==> config.mk <==
export PLATFORM = sky130hd
export DESIGN_NAME = score_time_keeper
export DESIGN_NICKNAME = d
export VERILOG_FILES = /design/src/rtl/score_time_keeper.sv
export SDC_FILE = /design/constraint.sdc
export NUM_CORES = 1
export LEC_CHECK = 0
export BUFFER_PORTS_ARGS = -buffer_cell sky130_fd_sc_hd__buf_4
export CAP_MARGIN = 15
export CORE_UTILIZATION = 50
export CTS_CLUSTER_SIZE = 10
export DETAILED_ROUTE_END_ITERATION = 16
export GPL_TIMING_DRIVEN = 0
export MAX_ROUTING_LAYER = met4
export PLACE_DENSITY = 0.77
export RECOVER_POWER = 50
export SYNTH_ARGS = -nofsm -noshare
export SYNTH_HDL_FRONTEND = slang
export SYNTH_SLANG_ARGS = --single-unit
==> constraint.sdc <==
create_clock -name clk -period 2.7 [get_ports clk]
set_input_delay 0.135 -clock clk [delete_from_list [all_inputs] [get_ports clk]]
set_output_delay 0.135 -clock clk [all_outputs]
set_load 0.01 [all_outputs]
==> src/rtl/score_time_keeper.sv <==
// ---------------------------------------------------------------------------
// score_time_keeper
//
// Game-state stage that sits directly in front of the score/time display.
// It holds the live score and the countdown timer (in game seconds) and
// detects game over. It feeds the display from snapshot registers that
// only change when a new draw is requested, so values stay stable while a
// draw is in progress. The display is redrawn only when something changed.
//
// Handshake with the display: enable_score_and_time_display is a one-cycle
// request. The snapshot outputs are valid from that cycle. They are held
// until display_score_and_time_done is seen, or until the wait gives up
// after DONE_TIMEOUT cycles. A done pulse that arrives while no request
// is outstanding is ignored.
//
// Ports:
//   clk                           system clock
//   reset                         asynchronous, active-high reset
//   start_game                    one-cycle pulse; (re)starts a game
//   pause                         level; freezes prescaler and countdown
//   add_score_valid               one-cycle strobe for add_score_value
//   add_score_value[11:0]         points to add (unsigned, saturating)
//   display_score_and_time_done   pulse from display: draw finished
//   score_to_display[11:0]        score snapshot
//   time_remained[11:0]           seconds-remaining snapshot
//   enable_score_and_time_display one-cycle draw request
//   game_active                   high while the game FSM is in RUN
//   time_up                       one-cycle pulse when the countdown hits 0
//   game_state_dbg[1:0]           game FSM state (0 IDLE, 1 RUN, 2 OVER)
//   disp_state_dbg[1:0]           display FSM state (0 D_IDLE, 1 D_REQ, 2 D_WAIT)
// ---------------------------------------------------------------------------
module score_time_keeper #(
   parameter int TICK_DIV     = 50000000,
   parameter int GAME_SECONDS = 60,
   parameter int DONE_TIMEOUT = 65535
) (
   input  logic        clk,
   input  logic        reset,
   input  logic        start_game,
   input  logic        pause,
   input  logic        add_score_valid,
   input  logic [11:0] add_score_value,
   input  logic        display_score_and_time_done,
   output logic [11:0] score_to_display,
   output logic [11:0] time_remained,
   output logic        enable_score_and_time_display,
   output logic        game_active,
   output logic        time_up,
   output logic [1:0]  game_state_dbg,
   output logic [1:0]  disp_state_dbg
);

   localparam int PW = $clog2(TICK_DIV);
   localparam int WW = $clog2(DONE_TIMEOUT + 1);
   localparam logic [PW-1:0] TICK_LAST = PW'(TICK_DIV - 1);
   localparam logic [WW-1:0] WAIT_LAST = WW'(DONE_TIMEOUT - 1);
   localparam logic [11:0]   START_TIME = 12'(GAME_SECONDS);

   typedef enum logic [1:0] {IDLE = 2'd0, RUN = 2'd1, OVER = 2'd2} game_state_t;
   typedef enum logic [1:0] {D_IDLE = 2'd0, D_REQ = 2'd1, D_WAIT = 2'd2} disp_state_t;

   game_state_t   r_state, w_next_state;
   disp_state_t   r_dstate, w_next_dstate;

   logic [11:0]   r_score;
   logic [11:0]   r_time;
   logic [PW-1:0] r_presc;
   logic          r_time_up;
   logic          r_game_active;
   logic          r_dirty;
   logic [11:0]   r_snap_score;
   logic [11:0]   r_snap_time;
   logic [WW-1:0] r_wait_cnt;

   logic          w_run_cnt;
   logic          w_tick;
   logic          w_expire;
   logic          w_add;
   logic          w_change;
   logic          w_latch;
   logic [12:0]   w_sum;
   logic [11:0]   w_score_sat;

   // ------------------------------------------------------------------
   // Game FSM: next state and datapath strobes
   // ------------------------------------------------------------------
   always_comb begin
      w_run_cnt    = 1'b0;
      w_tick       = 1'b0;
      w_expire     = 1'b0;
      w_add        = 1'b0;
      w_next_state = r_state;

      if (r_state == RUN) begin
         w_run_cnt = !pause;
         w_tick    = !pause && (r_presc == TICK_LAST);
         w_expire  = w_tick && (r_time == 12'd1);
         w_add     = add_score_valid;
      end

      if (start_game) begin
         w_next_state = RUN;
      end else if (w_expire) begin
         w_next_state = OVER;
      end
   end

   // 13-bit sum so the carry tells us when to clamp at 4095
   assign w_sum       = {1'b0, r_score} + {1'b0, add_score_value};
   assign w_score_sat = w_sum[12] ? 12'hFFF : w_sum[11:0];

   // Any value the display shows may have changed; a tick always changes time
   assign w_change = start_game || w_tick || w_add;

   always_ff @(posedge clk or posedge reset) begin
      if (reset) begin
         r_state <= IDLE;
      end else begin
         r_state <= w_next_state;
      end
   end

   always_ff @(posedge clk or posedge reset) begin
      if (reset) begin
         r_score       <= '0;
         r_time        <= '0;
         r_presc       <= '0;
         r_time_up     <= 1'b0;
         r_game_active <= 1'b0;
      end else begin
         r_game_active <= (w_next_state == RUN);
         if (start_game) begin
            r_score   <= '0;
            r_time    <= START_TIME;
            r_presc   <= '0;
            r_time_up <= 1'b0;
         end else begin
            r_time_up <= w_expire;
            if (w_run_cnt) begin
               r_presc <= (r_presc == TICK_LAST) ? '0 : r_presc + 1'b1;
            end
            if (w_tick && (r_time != 12'd0)) begin
               r_time <= r_time - 1'b1;
            end
            if (w_add) begin
               r_score <= w_score_sat;
            end
         end
      end
   end

   // ------------------------------------------------------------------
   // Display FSM
   // ------------------------------------------------------------------
   assign w_latch = (r_dstate == D_IDLE) && r_dirty;

   always_comb begin
      w_next_dstate = r_dstate;
      case (r_dstate)
         D_IDLE: begin
            if (r_dirty) w_next_dstate = D_REQ;
         end
         D_REQ: begin
            w_next_dstate = D_WAIT;
         end
         D_WAIT: begin
            if (display_score_and_time_done || (r_wait_cnt == WAIT_LAST)) begin
               w_next_dstate = D_IDLE;
            end
         end
         default: begin
            w_next_dstate = D_IDLE;
         end
      endcase
   end

   always_ff @(posedge clk or posedge reset) begin
      if (reset) begin
         r_dstate <= D_IDLE;
      end else begin
         r_dstate <= w_next_dstate;
      end
   end

   // A change in the same cycle as the latch wins over the clear: the
   // snapshot captured the old value, so another draw is still owed.
   always_ff @(posedge clk or posedge reset) begin
      if (reset) begin
         r_dirty <= 1'b0;
      end else if (w_change) begin
         r_dirty <= 1'b1;
      end else if (w_latch) begin
         r_dirty <= 1'b0;
      end
   end

   always_ff @(posedge clk or posedge reset) begin
      if (reset) begin
         r_snap_score <= '0;
         r_snap_time  <= '0;
         r_wait_cnt   <= '0;
      end else begin
         if (w_latch) begin
            r_snap_score <= r_score;
            r_snap_time  <= r_time;
         end
         // Counts cycles spent in D_WAIT; restarts on every new wait
         if (r_dstate == D_WAIT) begin
            r_wait_cnt <= r_wait_cnt + 1'b1;
         end else begin
            r_wait_cnt <= '0;
         end
      end
   end

   // ------------------------------------------------------------------
   // Outputs
   // ------------------------------------------------------------------
   assign score_to_display              = r_snap_score;
   assign time_remained                 = r_snap_time;
   assign enable_score_and_time_display = (r_dstate == D_REQ);
   assign game_active                   = r_game_active;
   assign time_up                       = r_time_up;
   assign game_state_dbg                = r_state;
   assign disp_state_dbg                = r_dstate;

endmodule
==> impl_metrics.yaml, run 1 <==
status:
  status: "finished with violations"
  failed_checks: "capacitance limit, slew limit"
yosys:
  syn-num-nets: 510
  synth_top_cell_by_area: "dfrtp_1"
  synth_commonest_cells: "97 x dfrtp_1, 55 x nor2_1, 37 x xor2_1"
  postSynthCellCount: 473
  synth-warning-count: 0
  synthArstFlopShare_pct: 100
  ys_ff_latch: 97
  synth_top_area_share_pct: 48.8
  yosysUniqueCellTypes: 54
  syn_area_um2: 4980
  synth.area.top_cells: "dfrtp_1 49%, xor2_1 6.5%, mux2_2 5.4%"
  synth_most_common_cell: "dfrtp_1"
  syn_avg_cell_area_um2: 10.5
  synth_edf_count: 0
  synthFlopType: "dfrtp_1"
  ys_seq_area_share_pct: 48.8
critical_path:
  crit_path_end_kind: "register"
  critPathLaunchType: "register"
  crit_fanout: 8
  critPathKind: "reg -> reg"
  cp.required_ns: 2.96
  r2r_slack_ns: 0.14
  critPathArrivalTime_ns: 2.82
finish:
  syn_to_final_growth_pct: 14.1
  postLayoutCellArea_um2: 5680
  antenna_cells: 0
  fin_nets: 575
  register_area_um2: 2430
  drive_gt1_share_pct: 15.7
  final_util_pct: 58.4
  multi_input_area_um2: 2480
  fin_cells: 676
  fillers: 855
clocking:
  h-tree-depth: 3
  cts_sinks: 97
  clockBufferDepth: 2
  clk_latency_ns: 0.37
  cts_made_buffers: 9
  clkSlewWorstSetupHoldPaths_ns: 0.10
  cts_tree: "built"
  cts_root_buf: "clkbuf_8"
drt:
  vias: 3736
  first_iter_violations: 186
  wire_per_inst_um: 15.1
  drc_errors: 0
  viasPerCell: 5.53
  firstDrtPassIters: 4
  drt_wl_total_um: 10200
  ant_nets: 0
floorplanning:
  num_rows: 36
  die_w_um: 102
  start_util_pct: 51.1
  io_pins: 49
  die_area_um2: 10400
  die_h_um: 102
  core_area_um2: 9730
worst_hold_path:
  holdCritPathClass: "in -> reg"
power_and_ir_drop:
  p_leak_uw: 0.00257
  p_per_area_nw_per_um2: 679
  irDropWorstVdd_uv: 276
placed_design:
  hpwl_um: 7250
  dp.cells: 655
  place_congestion: 0.913
  postPlaceCellArea_um2: 5530
  place.port_buffers: 48
global_route:
  grt_max_degree: 53
  grt_pass1_vias: 3598
  grt_pass1_wl_um: 16900
  antenna_found_initial: 0
  gr-total-overflow: 0
  track_usage_pct: 22.0
run:
  drv_cap: 1
sta:
  setup_violations: 0
  hold_violations: 0
  max_slew_margin_pct: -17.9
  fin_crit_sh_pct: 94.9
  max_freq_ghz: 0.390
  skew_ns: 0.0120
  rsz0062_at_grt: "false"
  slew_violations: 46
  worst_slew_pin_slew_ns: 1.77
  min_period_ns: 2.56
  fin_hold_ws_ns: 0.0335
[layer usage]
layer / track usage [%] / share of wire, %
met1: 27.7 / 45
met2: 35.4 / 50
met3: 2.90 / 3.1
met4: 9.70 / 1.9
met5: - / 0
[flip-flops by register name (all words and copies together) (netlist names)]
register and cells:
score_to_display 12, game_active 1, time_up 1, r_presc 26
r_dirty 1, r_score 12, disp_state_dbg 2, game_state_dbg 2
time_remained 12, r_time 12, r_wait_cnt 16
[worst paths after layout]
path,from,to,cells after the start
max in group asynchronous,reset,time_remained[0],3
min in group asynchronous,reset,score_to_display[0],3
hold reg to reg,r_presc[25],r_presc[25],1
hold / removal,display_score_and_time_done,disp_state_dbg[1],4
setup reg to reg,r_score[0],r_score[9],8
setup / recovery,r_score[0],r_score[9],8
[layout by cell type, fill, tap and decap left out, types with 2 or more instances in the layout]
master and count:
a21o_1 6, a21oi_1 16, a221o_1 5, and2_1 5, and3_1 16, and4_1 5
buf_2 3, buf_4 22, clkbuf_1 39, clkbuf_8 9, clkinvlp_4 2, dfrtp_1 97
ha_1 18, inv_1 8, inv_6 3, mux2_2 24, nand2_1 36, nand2b_1 4
nand3_1 17, nand4_1 21, nor2_1 55, nor2b_1 6, nor3_1 4, nor3b_1 2
nor4_1 4, o211a_1 2, o21ai_0 21, o41ai_1 2, or2_2 3, or3_1 8
or4_1 2, xnor2_1 11, xor2_1 37
[cell type report]
class / instances / area share (%)
plain buffers: 13 / 0.992
clock buffers: 9 / 2.18
inverters: 8 / 0.529
clock inverters: 7 / 1.45
multi-input cells: 355 / 43.6
repair buffers: 54 / 5.55
flip-flops and latches: 97 / 42.8
well taps: 133 / 2.93
[through the flow]
step                power (uW)  setup WS, ns  TNS [ns]
finish                    3860         0.137         0
global route              4080        0.0159         0
CTS                       3910        0.0666         0
detailed placement        2910        0.0148         0
global placement          2860        -0.996    -96.15
floorplan                 2520        0.0313         0
[timing repair]
action,4_1_cts,5_1_grt
hold endpoints to repair,45,0
pin swaps,0,3
setup endpoints to repair,3,4
cloned,0,0
hold buffers,1,0
buffers inserted,0,4
gates resized for setup,1,2
[worst max-delay path, cell delays in order (launching register included)]
cell and delay, ns:
dfrtp_1 0.41, ha_1 0.22, fa_2 0.36, a21o_1 0.21, a221o_1 0.41, nand4_1 0.17
nand4b_4 0.18, and2_4 0.22, a221o_1 0.27
[report_power, final]
group / switching (uW) / internal [uW] / total [uW] / leakage, uW
clock network: 544 / 445 / 988 / 0.0000988
registers: 125 / 1610 / 1730 / 0.00127
logic: 620 / 514 / 1130 / 0.00120
total: 1290 / 2570 / 3860 / 0.00257
[cells by family (layout without fill, tap and decap cells)]
group	after synthesis	in the layout	synth area share, %
flops	97	97	48.8
mux	26	26	5.86
xor+xnor	48	48	8.45
simple gates	201	201	22.3
fa+ha+maj	19	19	4.93
buf+inv	21	91	1.73
compound gates	61	61	8.00
Note: power is estimated with default switching activity, not from simulation.
==> run 2: changes to the inputs <==
--- a/config.mk
+++ b/config.mk
@@ -11,9 +11,7 @@
 export CTS_CLUSTER_SIZE = 10
 export DETAILED_ROUTE_END_ITERATION = 16
 export GPL_TIMING_DRIVEN = 0
-export MAX_ROUTING_LAYER = met4
 export PLACE_DENSITY = 0.77
-export RECOVER_POWER = 50
 export SYNTH_ARGS = -nofsm -noshare
 export SYNTH_HDL_FRONTEND = slang
 export SYNTH_SLANG_ARGS = --single-unit
==> run 2 against run 1 <==
Against the previous run: the run now ends clean; cell area rose by 2.0%; clock-buffer cell count did not move; final cell count did not move; sequential share of layout area fell by 0.85 points; critical path type unchanged; largest cell class unchanged; largest power group unchanged.
==> impl_metrics.yaml, run 2 (synthesized netlist as in run 1, its figures left out) <==
placed_design:
  hpwl_um: 7120
  dp.cells: 655
  place.port_buffers: 48
  place_congestion: 0.892
  postPlaceCellArea_um2: 5530
critical_path:
  crit_slowest_cell: "dfrtp_1"
  cp_top_family: "compound AO/OA/AOI/OAI gates"
  crit_chain: "ha_1, fa_1, a21o_1, a221o_1, nand4_1, nand4b_4, and2_4, a221o_1"
  critPathKind: "reg -> reg"
  critPathMaxStageDelay_ns: 0.42
  critPathArrivalTime_ns: 2.82
  crit_path_frequent_cell: "a221o_1"
  crit_fanout: 4
  cp.required_ns: 2.95
  crit_path_end_kind: "register"
  critPathLaunchType: "register"
  path_buf_inv: 0
power_and_ir_drop:
  power_uw: 3910
  p_seq_share_pct: 44.4
  p_switching_uw: 1280
  p_comb_share_pct: 30.5
  p_int_uw: 2630
  p_leak_uw: 0.00269
  p_clk_share_pct: 25.0
  irDropWorstVdd_uv: 315
  p_sw_share_pct: 32.7
  p_per_area_nw_per_um2: 675
run:
  drv_cap: 0
floorplanning:
  start_util_pct: 51.1
  core_area_um2: 9730
  die_h_um: 102
  num_rows: 36
  die_area_um2: 10400
  die_w_um: 102
  io_pins: 49
sta:
  tns_ns: 0
  fin_hold_ws_ns: 0.0359
  setup_violations: 0
  min_period_ns: 2.57
  skew_ns: 0.0157
  hold_violations: 0
  slew_violations: 0
  worst_slew_pin_slew_ns: 1.15
  fin_crit_sh_pct: 95.4
  rsz0062_at_grt: "false"
  max_slew_margin_pct: 23.3
  max_freq_ghz: 0.388
finish:
  fillers: 820
  top_register: "r_presc"
  largest_register_ffs: 26
  layout_common_cells: "97 x dfrtp_1, 55 x nor2_1, 53 x buf_4"
  final_common_cell: "dfrtp_1"
  drive_gt1_share_pct: 21.2
  multi_input_area_um2: 2470
  fin_cells: 676
  syn_to_final_growth_pct: 16.4
  register_area_um2: 2430
  antenna_cells: 0
  fin_nets: 575
  postLayoutCellArea_um2: 5790
  reg_top3: "r_presc: 26 flops, r_wait_cnt: 16 flops"
status:
  status: "finished clean"
clocking:
  clk_latency_ns: 0.38
  clockBufferDepth: 2
  cts_made_buffers: 9
  h-tree-depth: 3
  cts_tree: "built"
  cts_root_buf: "clkbuf_8"
  cts_sinks: 97
  clkSlewWorstSetupHoldPaths_ns: 0.10
drt:
  ant_nets: 0
  vias: 3710
  firstDrtPassIters: 5
  wire_per_inst_um: 14.7
  drc_errors: 0
  viasPerCell: 5.49
  drt_wl_total_um: 9940
  first_iter_violations: 123
global_route:
  antenna_found_initial: 0
  grt_pass1_vias: 3478
  grt_max_degree: 68
  track_usage_pct: 20.9
  grt_pass1_wl_um: 16500
  gr-total-overflow: 0
worst_hold_path:
  holdCritPathClass: "in -> reg"
## run 2: cell types whose count changed in the layout (fill, tap and decap cells not counted)
cell,before,now
buf_4,22,53
clkbuf_1,39,9
clkbuf_4,1,0
clkinv_4,0,1
fa_1,0,1
fa_2,1,0
inv_1,8,7
inv_4,0,1
inv_6,3,1
inv_8,1,2
## run 2: metrics by stage
stage               utilization, %  worst slack, ns
finish                        59.5            0.125
global route                  59.5           0.0137
CTS                           59.2           0.0108
detailed placement            56.9          -0.0196
global placement              56.6           -0.965
floorplan                        -           0.0313
## run 2: tightest hold or removal path: cells and delay by family
kind            cells  cell delay, ns
simple gates        2            0.09
buf+inv             1            0.08
compound gates      1            0.07
## run 2: timing repair
item / CTS / global route
setup endpoints to repair: 4 / 4
resized for setup: 1 / 1
hold buffers: 1 / 0
pin swaps: 0 / 2
setup buffers: 0 / 4
endpoints found under the hold margin: 30 / 0
## run 2: layout make-up
class	count	share of cell area (%)
Tap cell	133	2.87
Sequential cell	97	41.9
Timing Repair Buffer	54	7.39
Clock inverter	7	1.47
Multi-Input combinational cell	355	42.7
Buffer	13	0.972
Clock buffer	9	2.14
Inverter	8	0.562
## run 2: per-layer routing
layer / part of all wire, % / vias to the layer above / track usage (%)
met3: 3.2 / 11 / 3.38
met2: 49 / 69 / 35.3
met5: 0 / - / 0
met4: 1.5 / 0 / 9.25
li1: - / 1818 / -
met1: 46 / 1812 / 26.4
## run 2: worst paths after layout
kind	to	cells past startpoint	slack [ns]	startpoint
setup / recovery	r_score[8]	8	0.13	r_score[0]
hold / removal	disp_state_dbg[1]	4	0.04	display_score_and_time_done
setup reg to reg	r_score[8]	8	0.13	r_score[0]
hold reg to reg	r_presc[25]	1	0.49	r_presc[25]
max in group asynchronous	score_to_display[9]	4	1.73	reset
min in group asynchronous	r_wait_cnt[9]	3	0.32	reset
## run 2: power by group through the flow
stage	clock (uW)	sequential, uW	combinational, uW
after floorplan	0	1770	754
after global placement	0	1750	1100
after detailed placement	0	1770	1140
after CTS	1020	1740	1170
after global routing	1080	1760	1310
final	980	1740	1190
==> run 3: changes to the inputs <==
--- a/config.mk
+++ b/config.mk
@@ -7,11 +7,13 @@
 export LEC_CHECK = 0
 export BUFFER_PORTS_ARGS = -buffer_cell sky130_fd_sc_hd__buf_4
 export CAP_MARGIN = 15
+export CORE_ASPECT_RATIO = 1.2
+export CORE_MARGIN = 1
 export CORE_UTILIZATION = 50
 export CTS_CLUSTER_SIZE = 10
 export DETAILED_ROUTE_END_ITERATION = 16
 export GPL_TIMING_DRIVEN = 0
-export PLACE_DENSITY = 0.77
+export PLACE_DENSITY = 0.76
 export SYNTH_ARGS = -nofsm -noshare
 export SYNTH_HDL_FRONTEND = slang
 export SYNTH_SLANG_ARGS = --single-unit
==> run 3 against run 2 <==
Against the previous run: sequential cell count unchanged; clock-buffer cell count increased by 1; clock power is 33% higher; first-iteration DRC count increased by 31%; critical path depth unchanged; power rose by 7.9%; highest routed layer unchanged.
==> impl_metrics.yaml, run 3 (synthesized netlist as in run 1, its figures left out) <==
sta:
  hold_violations: 0
  setup_violations: 0
  fin_hold_ws_ns: 0.0707
  tns_ns: 0
  setup_slack_ns: 0.0997
  skew_ns: 0.0118
  fin_crit_sh_pct: 96.3
  worst_slew_pin_slew_ns: 1.06
  max_freq_ghz: 0.385
  slew_violations: 0
  min_period_ns: 2.60
  max_slew_margin_pct: 28.4
  rsz0062_at_grt: "false"
placed_design:
  hpwl_um: 7280
  place.port_buffers: 48
  place_congestion: 0.802
  pre_cts_slack_ns: 0.00167
finish:
  layout_common_cells: "97 x dfrtp_1, 55 x nor2_1, 50 x buf_4"
  final_common_cell: "dfrtp_1"
  reg_top3: "r_presc: 26 flops, r_wait_cnt: 16 flops"
  syn_to_final_growth_pct: 17.6
  fin_nets: 572
  largest_register_ffs: 26
  top_register: "r_presc"
  drive_gt1_share_pct: 20.6
  final_util_pct: 60.9
  antenna_cells: 0
run:
  drv_cap: 0
global_route:
  antenna_found_initial: 0
  grt.met3_usage_pct: 4.60
  grt_pass1_wl_um: 17900
  gr-total-overflow: 0
  grt_pass1_vias: 3877
  grtUsageMet1_pct: 26.8
  use_met2_pct: 37.3
  track_usage_pct: 21.8
  grt-busiest-layer: "met2"
  grt_max_degree: 51
floorplanning:
  io_pins: 49
  die_h_um: 111
  die_w_um: 93.1
  core_area_um2: 9610
  start_util_pct: 51.8
  num_rows: 39
  die_area_um2: 10400
status:
  status: "finished clean"
clocking:
  clkSlewWorstSetupHoldPaths_ns: 0.07
  h-tree-depth: 3
  cts_made_buffers: 9
  cts_sinks: 97
  clk_latency_ns: 0.35
  clockBufferDepth: 2
  cts_root_buf: "clkbuf_16"
  cts_tree: "built"
critical_path:
  critPathArrivalTime_ns: 2.83
  cp.required_ns: 2.93
  crit_fanout: 9
  critPathKind: "reg -> reg"
  crit_path_end_kind: "register"
  critPathLaunchType: "register"
drt:
  ant_nets: 0
  drt_wl_total_um: 10400
  vias: 3747
  firstDrtPassIters: 4
  first_iter_violations: 161
  drc_errors: 0
  viasPerCell: 5.65
  wire_per_inst_um: 15.8
power_and_ir_drop:
  p_leak_uw: 0.00272
  power_uw: 4220
  irDropWorstVdd_uv: 354
  p_per_area_nw_per_um2: 722
worst_hold_path:
  holdCritPathClass: "in -> reg"
## run 3: metrics by stage
stage	area [um^2]	cells
final	5850	663
after CTS	5840	662
after detailed placement	5520	645
after global routing	5850	663
after global placement	5490	644
after floorplan	4980	473
## run 3: metal layers
layer / up-vias / part of all wire, % / wire length (um)
met4: 0 / 1.9 / 197
met5: - / 0 / 0
met1: 1847 / 43 / 4460
li1: 1804 / - / -
met2: 78 / 52 / 5460
met3: 18 / 3.1 / 328
## run 3: report_power, final
part / leakage [uW] / total [uW] / internal, uW / switching (uW)
logic: 0.00130 / 1180 / 560 / 625
clock network: 0.000144 / 1300 / 730 / 570
registers: 0.00127 / 1740 / 1610 / 125
## run 3: final timing paths
check	endpoint	cells after the start	slack [ns]	startpoint
setup / recovery	r_score[11]	8	0.1	r_score[0]
setup reg to reg	r_score[11]	8	0.1	r_score[0]
max in group asynchronous	r_time[8]	4	1.63	reset
hold / removal	disp_state_dbg[1]	4	0.07	display_score_and_time_done
hold reg to reg	r_presc[25]	1	0.48	r_presc[25]
min in group asynchronous	score_to_display[1]	3	0.43	reset
## run 3: final cells by class
type	instances	area, um^2
Timing Repair Buffer	51	405
Multi-Input combinational cell	355	2470
Buffer	13	56.3
Tap cell	123	154
Sequential cell	97	2430
Fill cell	760	3760
Clock inverter	6	72.6
Clock buffer	10	229
Inverter	8	32.5
## run 3: critical path, cell delays in order (launching register included)
cell	delay (ns)
dfrtp_1	0.39
ha_1	0.21
fa_1	0.41
a21o_1	0.21
a221o_1	0.41
nand4_1	0.18
nand4b_4	0.18
and2_4	0.22
a211o_1	0.27
## run 3: repair_timing
item	CTS	global route
hold buffers	1	0
endpoints found under the setup margin	1	1
setup buffers	0	1
pin swaps	0	2
resized for setup	1	1
endpoints found under the hold margin	47	0
